File: src/rtl/uart_pkg.sv
// ---------------------------------------------------------------------------
// uart_pkg
// Shared definitions for the 8E1 UART transmitter and receiver:
//   - line-rate constants for the 50 MHz board clock at 9600 baud
//   - frame format constants (8 data bits, even parity, 1 stop bit)
//   - TX state encoding
//   - even-parity helper used by both directions
// ---------------------------------------------------------------------------
package uart_pkg;

  localparam int UART_CLK_FREQ = 50000000;
  localparam int UART_BAUD     = 9600;
  // Truncating division: 5208 clocks per bit, about 9600.6 baud on the wire.
  localparam int UART_BAUD_DIV = UART_CLK_FREQ / UART_BAUD;

  localparam int   DATA_BITS   = 8;
  localparam logic PARITY_EVEN = 1'b1;
  localparam int   STOP_BITS   = 1;

  typedef logic [2:0] tx_state_t;

  localparam tx_state_t TX_IDLE   = 3'd0;
  localparam tx_state_t TX_START  = 3'd1;
  localparam tx_state_t TX_DATA   = 3'd2;
  localparam tx_state_t TX_PARITY = 3'd3;
  localparam tx_state_t TX_STOP   = 3'd4;

  // Parity bit that makes the total number of ones (data + parity) even.
  function automatic logic even_parity(input logic [DATA_BITS-1:0] d);
    return ^d;
  endfunction

endpackage

File: src/rtl/uart_baud_tick.sv
// ---------------------------------------------------------------------------
// uart_baud_tick
// Restartable bit-period divider. Emits a one-cycle strobe on the last clock
// of every BAUD_DIV-clock period. Holding i_clear keeps the count at zero so
// the first period after release is a full BAUD_DIV clocks long.
//
// Ports:
//   CLK50MHz  in   system clock
//   RESET     in   asynchronous active-low reset
//   i_clear   in   hold counter at 0 and suppress the strobe
//   o_tick    out  1 on the final clock of each bit period
// ---------------------------------------------------------------------------
module uart_baud_tick
  import uart_pkg::*;
#(
  parameter int BAUD_DIV = UART_BAUD_DIV
) (
  input  logic CLK50MHz,
  input  logic RESET,
  input  logic i_clear,
  output logic o_tick
);

  localparam int CNT_W = $clog2(BAUD_DIV);
  localparam logic [CNT_W-1:0] LAST = CNT_W'(BAUD_DIV - 1);

  logic [CNT_W-1:0] r_cnt;
  logic             w_last;

  assign w_last = (r_cnt == LAST);
  assign o_tick = w_last & ~i_clear;

  // Count 0..BAUD_DIV-1 and wrap; never passes LAST.
  always_ff @(posedge CLK50MHz or negedge RESET) begin
    if (!RESET) begin
      r_cnt <= '0;
    end else if (i_clear || w_last) begin
      r_cnt <= '0;
    end else begin
      r_cnt <= r_cnt + 1'b1;
    end
  end

endmodule

File: src/rtl/uart_tx_8e1.sv
// ---------------------------------------------------------------------------
// uart_tx_8e1
// UART transmitter, 8 data bits LSB first, even parity, 1 stop bit.
// A single-entry holding register lets the producer queue the next byte while
// the current frame is shifting, so consecutive frames run with no idle gap.
//
// Ports:
//   CLK50MHz  in   system clock (50 MHz)
//   RESET     in   asynchronous active-low reset
//   DATA_IN   in   byte to send, bit 0 goes out first
//   SEND      in   producer valid, accepted on an edge where READY=1
//   READY     out  holding register empty (registered)
//   BUSY      out  frame in progress or byte held (registered)
//   TX        out  serial line, idle high (registered)
// ---------------------------------------------------------------------------
module uart_tx_8e1
  import uart_pkg::*;
#(
  parameter int CLK_FREQ = UART_CLK_FREQ,
  parameter int BAUD     = UART_BAUD,
  parameter int BAUD_DIV = CLK_FREQ / BAUD
) (
  input  logic                 CLK50MHz,
  input  logic                 RESET,
  input  logic [DATA_BITS-1:0] DATA_IN,
  input  logic                 SEND,
  output logic                 READY,
  output logic                 BUSY,
  output logic                 TX
);

  localparam logic [2:0] LAST_BIT = 3'(DATA_BITS - 1);

  tx_state_t            r_state;
  logic [2:0]           r_bit_idx;
  logic [DATA_BITS-1:0] r_shift;
  logic                 r_parity;
  logic [DATA_BITS-1:0] r_hold;
  logic                 r_hold_valid;
  logic                 r_tx;
  logic                 r_ready;
  logic                 r_busy;

  tx_state_t            w_state_nxt;
  logic [2:0]           w_idx_nxt;
  logic [DATA_BITS-1:0] w_shift_nxt;
  logic                 w_par_nxt;
  logic                 w_hold_valid_nxt;
  logic                 w_tx_nxt;
  logic                 w_load;
  logic                 w_accept;
  logic                 w_tick;

  assign READY = r_ready;
  assign BUSY  = r_busy;
  assign TX    = r_tx;

  // READY is registered as !hold_valid, so an accept can never land on a
  // full holding register and never coincides with a shifter load.
  assign w_accept = SEND & r_ready;

  // Divider is held at zero while idle, so START gets a full bit period.
  uart_baud_tick #(
    .BAUD_DIV (BAUD_DIV)
  ) u_baud (
    .CLK50MHz (CLK50MHz),
    .RESET    (RESET),
    .i_clear  (r_state == TX_IDLE),
    .o_tick   (w_tick)
  );

  always_comb begin
    w_state_nxt      = r_state;
    w_idx_nxt        = r_bit_idx;
    w_shift_nxt      = r_shift;
    w_par_nxt        = r_parity;
    w_hold_valid_nxt = r_hold_valid;
    w_load           = 1'b0;
    w_tx_nxt         = 1'b1;

    case (r_state)
      TX_IDLE: begin
        if (r_hold_valid) begin
          w_load      = 1'b1;
          w_state_nxt = TX_START;
        end
      end
      TX_START: begin
        if (w_tick) begin
          w_state_nxt = TX_DATA;
          w_idx_nxt   = 3'd0;
        end
      end
      TX_DATA: begin
        if (w_tick) begin
          w_shift_nxt = {1'b0, r_shift[DATA_BITS-1:1]};
          if (r_bit_idx == LAST_BIT) begin
            w_state_nxt = TX_PARITY;
          end else begin
            w_idx_nxt = r_bit_idx + 3'd1;
          end
        end
      end
      TX_PARITY: begin
        if (w_tick) begin
          w_state_nxt = TX_STOP;
        end
      end
      TX_STOP: begin
        if (w_tick) begin
          if (r_hold_valid) begin
            w_load      = 1'b1;
            w_state_nxt = TX_START;
          end else begin
            w_state_nxt = TX_IDLE;
          end
        end
      end
      default: begin
        w_state_nxt = TX_IDLE;
      end
    endcase

    if (w_load) begin
      w_shift_nxt      = r_hold;
      w_par_nxt        = even_parity(r_hold);
      w_hold_valid_nxt = 1'b0;
      w_idx_nxt        = 3'd0;
    end

    if (w_accept) begin
      w_hold_valid_nxt = 1'b1;
    end

    // TX is registered from the next state so the line has no input path.
    case (w_state_nxt)
      TX_START:  w_tx_nxt = 1'b0;
      TX_DATA:   w_tx_nxt = w_shift_nxt[0];
      TX_PARITY: w_tx_nxt = w_par_nxt;
      default:   w_tx_nxt = 1'b1;
    endcase
  end

  always_ff @(posedge CLK50MHz or negedge RESET) begin
    if (!RESET) begin
      r_state      <= TX_IDLE;
      r_bit_idx    <= 3'd0;
      r_hold_valid <= 1'b0;
      r_tx         <= 1'b1;
      r_ready      <= 1'b1;
      r_busy       <= 1'b0;
    end else begin
      r_state      <= w_state_nxt;
      r_bit_idx    <= w_idx_nxt;
      r_hold_valid <= w_hold_valid_nxt;
      r_tx         <= w_tx_nxt;
      r_ready      <= ~w_hold_valid_nxt;
      r_busy       <= (w_state_nxt != TX_IDLE) | w_hold_valid_nxt;
    end
  end

  // Data path registers carry no reset; they are only read when the
  // control state marks them valid.
  always_ff @(posedge CLK50MHz) begin
    r_shift  <= w_shift_nxt;
    r_parity <= w_par_nxt;
    if (w_accept) begin
      r_hold <= DATA_IN;
    end
  end

endmodule

File: config.mk
export PLATFORM = sky130hd
export DESIGN_NAME = uart_tx_8e1
export DESIGN_NICKNAME = d
export VERILOG_FILES = /design/src/rtl/uart_pkg.sv /design/src/rtl/uart_baud_tick.sv /design/src/rtl/uart_tx_8e1.sv
export SDC_FILE = /design/constraint.sdc
export NUM_CORES = 1
export LEC_CHECK = 0
export ABC_CLOCK_PERIOD_IN_PS = 1850
export CAP_MARGIN = 20
export CORE_UTILIZATION = 51
export DETAILED_ROUTE_END_ITERATION = 7
export PLACE_DENSITY = 0.74
export SLEW_MARGIN = 20
export SYNTH_ARGS = -nofsm -noshare
export SYNTH_HDL_FRONTEND = slang
export SYNTH_SLANG_ARGS = --single-unit
File: constraint.sdc
create_clock -name CLK50MHz -period 1.85 [get_ports CLK50MHz]
set_input_delay 0.185 -clock CLK50MHz [delete_from_list [all_inputs] [get_ports CLK50MHz]]
set_output_delay 0.185 -clock CLK50MHz [all_outputs]
set_load 0.01 [all_outputs]
# Word-level counts from Yosys, hierarchy flattened
# Cells that the tools add are included.
classes:
  n_bitwise: 5
  muxes: 24
  eq_ne: 12
  n_addsub: 2
  reduce_logical: 9
ops:
  columns: ["cell", "count"]
  rows:
  - ["two-way mux 3 bit", 10]
  - ["two-way mux 8 bit", 3]
  - ["one-hot mux 3 bit (5 select lines)", 1]
  - ["adder 13 x 1 -> 13 bit, second input constant", 1]
  - ["equality test 13 bit, second input constant", 1]
  - ["two-way mux 13 bit", 1]
  - ["equality test 3 x 2 -> 1 bit, second input constant", 4]
  - ["XOR reduction 8 bit", 1]
  - ["equality test 3 x 1 -> 1 bit, second input constant", 2]
  - ["equality test 3 bit, second input constant", 2]
  - ["two-way mux 1 bit", 6]
  - ["inequality test 3 x 2 -> 1 bit, second input constant", 2]
  - ["one-hot mux 3 bit (2 select lines)", 1]
  - ["nonzero test 3 bit", 2]
  - ["AND reduction 4 bit", 1]
  - ["nonzero test 2 bit", 2]
  - ["adder 3 x 1 -> 3 bit, second input constant", 1]
  - ["logical NOT 3 bit", 1]
  - ["inequality test 3 bit, second input constant", 1]
  - ["one-hot mux 1 bit (3 select lines)", 1]
  - ["AND 1 bit", 2]
  - ["NOT 1 bit", 2]
  - ["one-hot mux 1 bit (2 select lines)", 1]
  - ["AND reduction 2 bit", 1]
  - ["2 further kinds", 2]
word_totals:
  input_bits: 11
  regBits: 40
  output_inout_bits: 3

# Depth between registers and ports, before layout
logic_depth:
  word_depth: 8
  depth_mapped: 6
  mapped_depth_nobuf: 6

# Hierarchy
# From an unflattened synthesis, not the netlist that was laid out.
hier_totals:
  cells_unflattened: 152
  area_unflattened_um2: 1893.1
by_module_without_submodules:
  columns: ["module", "instances", "seq_area_each_um2", "cells_per_inst", "area_each_um2"]
  rows:
  - ["uart_tx_8e1", 1, 743.2, 84, 1209.9]
  - ["uart_baud_tick", 1, 325.3, 68, 683.2]

# Worst setup path after synthesis
# OpenSTA, ideal clock, no wires.
synth_timing:
  path_type: "register -> register"
  from: "register u_baud.r_cnt[0]"
  to: "register r_shift[1], enable pin"
  t_arrival_ps: 1637
  required_ps: 1469
  path_stages_with_launch: 5
  n_path_buf: 0
  setup_ps: 381
  slack_ps: -167
  period_less_slack_ps: 2017
  path_cell_list: "dfrtp_1 ha_1 and4_1 nand3_4 o21ai_0"
synth_via:
  elab_chain_len: 6
synth_lines:
  columns: ["element", "line", "rtl"]
  rows:
  - ["start, declared", "uart_baud_tick.sv:27", "logic [CNT_W-1:0] r_cnt;"]
  - ["start signal, assigned", "uart_baud_tick.sv:40", "r_cnt <= r_cnt + 1'b1;"]
  - ["equality test 13 bit *", "uart_baud_tick.sv:30", "assign w_last = (r_cnt == LAST);"]
  - ["AND 1 bit *", "uart_baud_tick.sv:31", "assign o_tick = w_last & ~i_clear;"]
  - ["two-way mux 1 bit", "uart_tx_8e1.sv:110", "if (w_tick) begin"]
  - ["one-hot mux 1 bit (2 select lines)", "uart_tx_8e1.sv:81", "case (r_state)"]
  - ["nonzero test 2 bit (no source line)", null, null]
  - ["AND reduction 2 bit (no source line) *", null, null]
  - ["end signal, assigned", "uart_tx_8e1.sv:165", "r_shift <= w_shift_nxt;"]
  - ["end, declared", "uart_tx_8e1.sv:36", "logic [DATA_BITS-1:0] r_shift;"]
# Mark *: on every way between the ends. The rest lies on a longest branch, timed or not.
# A chain may end at the register's enable or synchronous reset.

# Worst setup path after layout
layout_timing:
  from: "register u_baud.r_cnt[9]"
  to: "register r_shift[2], enable pin"
# The elaborated chain is that of the path after synthesis.

==> out/qor.csv <==
stage,metric,value,unit
status,status,"finished, violations left",
status,violated checks,setup timing,
logic_synthesis,simple-gate share of the synthesized area,0.192,
detailed_routing,via/cell ratio,5.54,
logic_synthesis,XOR/XNOR share of the synthesized area,0.0888,
global_route,total gr overflow,0,
setup_path,critical path peak fanout,7,
cells_and_area,post-route cell area,2290,µm²
place,DP Area,2140,µm²
setup_path,Arrival @ worst endpoint,1900,ps
setup_path,Setup crit start kind,flop,
job,Max Cap Violations,0,
timing,Final WS setup,-10.9,ps
global_route,gr busiest metal,met2,
global_route,M2 GR Usage,0.311,
logic_synthesis,post-synthesis average cell area,12.1,µm²
detailed_routing,Post-Route WL,3.47,mm
global_route,gr usage total,0.195,
global_route,largest net degree at the start of global routing,24,
logic_synthesis,Seq cells post-synth,40,
cells_and_area,antenna cells,0,
clock_network,CTS tree,built,
detailed_routing,DRT Pass-1 Iters,4,
logic_synthesis,dominant cell type by area after synthesis,dfrtp_1,
cells_and_area,"commonest cells after routing, fill and taps aside","dfrtp_1 (20), nor2_1 (19), buf_4 (18), edfxtp_1 (15)",
cells_and_area,fillers,260,
global_route,GR Util met1,0.256,
detailed_routing,wire per inst,14.5,µm
timing,max-slew violations,0,
logic_synthesis,Syn Inst Count,155,
timing,clk_skew,7.72,ps
timing,Final Hold Viols,0,
place,Buffers on Ports,13,
global_route,initial antenna violation count,0,
logic_synthesis,compound-cell area share of the yosys netlist,0.104,
clock_network,"Clk pin slew, worst setup/hold paths",110,ps
setup_path,kind of critical path,reg2reg,
cells_and_area,"most common cell after layout, fill and taps aside",dfrtp_1,
logic_synthesis,top-area cell type share of the netlist area,0.281,
detailed_routing,# DRC,0,
cells_and_area,fin nets,206,
floorplanning,die area,3920,µm²
timing,crit share post-route,1.01,
timing,fmax,0.537,GHz
detailed_routing,post-route antenna net violation count,0,
detailed_routing,starting DRC count in detailed routing,75,
detailed_routing,Vias,1324,
floorplanning,Die Y,62.6,µm
global_route,vias in the first global route,1315,
floorplanning,starting density of the core,0.548,
cells_and_area,"non-filler cells, final",239,
logic_synthesis,mux contribution to synthesized area,0.0114,
logic_synthesis,Adder-Cell Fraction of Synth Area,0.0200,
logic_synthesis,synth warn,0,
pwr,VDD IR max,0.000700,V
place,DP Cell Count,223,
timing,setup violators final,7,
logic_synthesis,Synth Cell Area,1870,µm²
setup_path,required time of the critical path,1890,ps
clock_network,clk sink count,40,
logic_synthesis,largest family of logic cells by synthesized area,simple AND/OR/NAND/NOR gates,
timing,RSZ-0062 raised after global routing,yes,
clock_network,# hold bufs at CTS,0,
floorplanning,Cell Rows,21,
min_path,worst hold-check path type,in2async,
cells_and_area,Layout area overhead,22.4,%
clock_network,"Clk Latency, worst-skew pair",340,ps
place,DPL Wire Length,2.40,mm
timing,Slew @ Worst Pin,460,ps
setup_path,Setup crit end kind,flop,
pwr,P per Cell Area,860,nW/µm²
logic_synthesis,Syn Nets,169,
pwr,P_leak,0.894,nW
logic_synthesis,largest cells by area after synthesis,"dfrtp_1 (28%), edfxtp_1 (24%), xnor2_1 (6.1%), nor2_1 (3.8%), a22o_1 (3.7%)",
clock_network,Clock Tree Root,clkbuf_4,
global_route,first-pass GRT wire length,5.89,mm
clock_network,Clock H-tree levels,2,
floorplanning,Core Area,3420,µm²
timing,crit path time final,1860,ps
place,routability cong.,0.862,
clock_network,TritonCTS Buffers,5,
global_route,met3 usage,0.0474,
logic_synthesis,Netlist cell types,40,
floorplanning,Die W,62.6,µm
logic_synthesis,"Seq/Total Area, Yosys",0.570,
timing,normalized max-slew margin,0.692,
floorplanning,I/O Pins,14,
cells_and_area,share of post-route cells with drive strength above 1,0.254,
clock_network,Clock Tree Buf Depth,2,
[registers in the layout, summed over array words and instances (netlist names)]
signal and count:
u_baud.r_cnt 13, r_parity 1, r_state 3, READY 1, r_bit_idx 3, r_shift 8, r_hold 8, r_hold_valid 1
BUSY 1, TX 1
[final timing paths]
kind	endpoint	from	slack [ps]	cells past startpoint
worst max-delay path	r_shift[2]	u_baud.r_cnt[9]	-10	4
worst min-delay path	r_hold_valid	RESET	180	2
worst max register to register	r_shift[2]	u_baud.r_cnt[9]	-10	4
worst min register to register	r_bit_idx[2]	r_bit_idx[2]	520	1
max in group asynchronous	TX	RESET	1380	2
min in group CLK50MHz	r_hold[2]	DATA_IN[2]	390	1
[cell families (layout without fill, tap and decap cells)]
logic type | after synthesis | in the layout
buffers and inverters | 6 | 43
AND/OR/NAND/NOR | 57 | 58
XOR/XNOR | 19 | 19
multiplexers | 2 | 2
flip-flops | 40 | 40
AO/OA/AOI/OAI | 28 | 28
adder cells (fa/ha/maj) | 3 | 3
[stage by stage]
| stage | setup WS (ps) | TNS (ps) | util | hold slack, ps | total power [mW] |
|---|---|---|---|---|---|
| 2_1_floorplan | 23.3 | 0 | - | -111 | 1.39 |
| 3_3_place_gp | 61.6 | 0 | 0.627 | 488 | 1.49 |
| 3_5_place_dp | -8.24 | -57.2 | 0.627 | 490 | 1.52 |
| 4_1_cts | 5.81 | 0 | 0.648 | 187 | 1.94 |
| 5_1_grt | -109 | -1270 | 0.671 | 200 | 2.09 |
| 6_report | -10.9 | -73.6 | 0.671 | 183 | 1.97 |
[cell usage after synthesis (all sizes together)]
| cell type | instances |
|---|---|
| inv | 3 |
| nor4b | 2 |
| a21o | 1 |
| clkbuf | 1 |
| nand2 | 9 |
| mux2i | 1 |
| nand3 | 7 |
| dfrtp | 21 |
| or2 | 2 |
| o21ai | 7 |
| ha | 3 |
| and4 | 2 |
| dfstp | 2 |
| nor3b | 1 |
| nand2b | 2 |
| o2111a | 1 |
| edfxtp | 15 |
| mux2 | 1 |
| dfxtp | 2 |
| nand4 | 2 |
| or3 | 1 |
| a22o | 8 |
| nor3 | 2 |
| a21oi | 8 |
| o22ai | 2 |
| nor2b | 1 |
| and2 | 2 |
| and3 | 4 |
| xnor2 | 13 |
| nor2 | 20 |
| buf | 2 |
| a2111oi | 1 |
| xor2 | 6 |
[metal layers]
metal / part of all wire / vias up
met4: 0.0089 / 0
met1: 0.46 / 652
li1: - / 636
met3: 0.035 / 4
met5: 0 / -
met2: 0.50 / 32
[power breakdown]
part | switching (mW) | total, mW | leakage, nW | internal (mW)
clock | 0.272 | 0.412 | 0.0324 | 0.140
sequential | 0.122 | 1.16 | 0.440 | 1.03
combinational | 0.183 | 0.402 | 0.422 | 0.219
[critical path, cell delays in order (launching register included)]
cell and delay [ps]:
dfrtp_1 430, nor4b_4 490, nand3_4 190, buf_4 190, o21ai_4 260
[final cells by class]
| cell class | count | area, µm² | area share |
|---|---|---|---|
| Multi-Input combinational cell | 110 | 826 | 0.360 |
| Clock inverter | 3 | 13.8 | 0.00600 |
| Sequential cell | 40 | 1070 | 0.467 |
| Tap cell | 46 | 57.6 | 0.0251 |
| Inverter | 3 | 11.3 | 0.00491 |
| Timing Repair Buffer | 32 | 277 | 0.121 |
| Clock buffer | 5 | 37.5 | 0.0164 |
[repair_timing]
| item | 4_1_cts | 5_1_grt |
|---|---|---|
| setup buffers | 2 | 5 |
| gates cloned | 0 | 1 |
| pin swaps | 0 | 11 |
| endpoints found under the setup margin | 8 | 11 |
| gates resized for setup | 1 | 8 |
No activity file was read; power rests on OpenSTA's default activity.
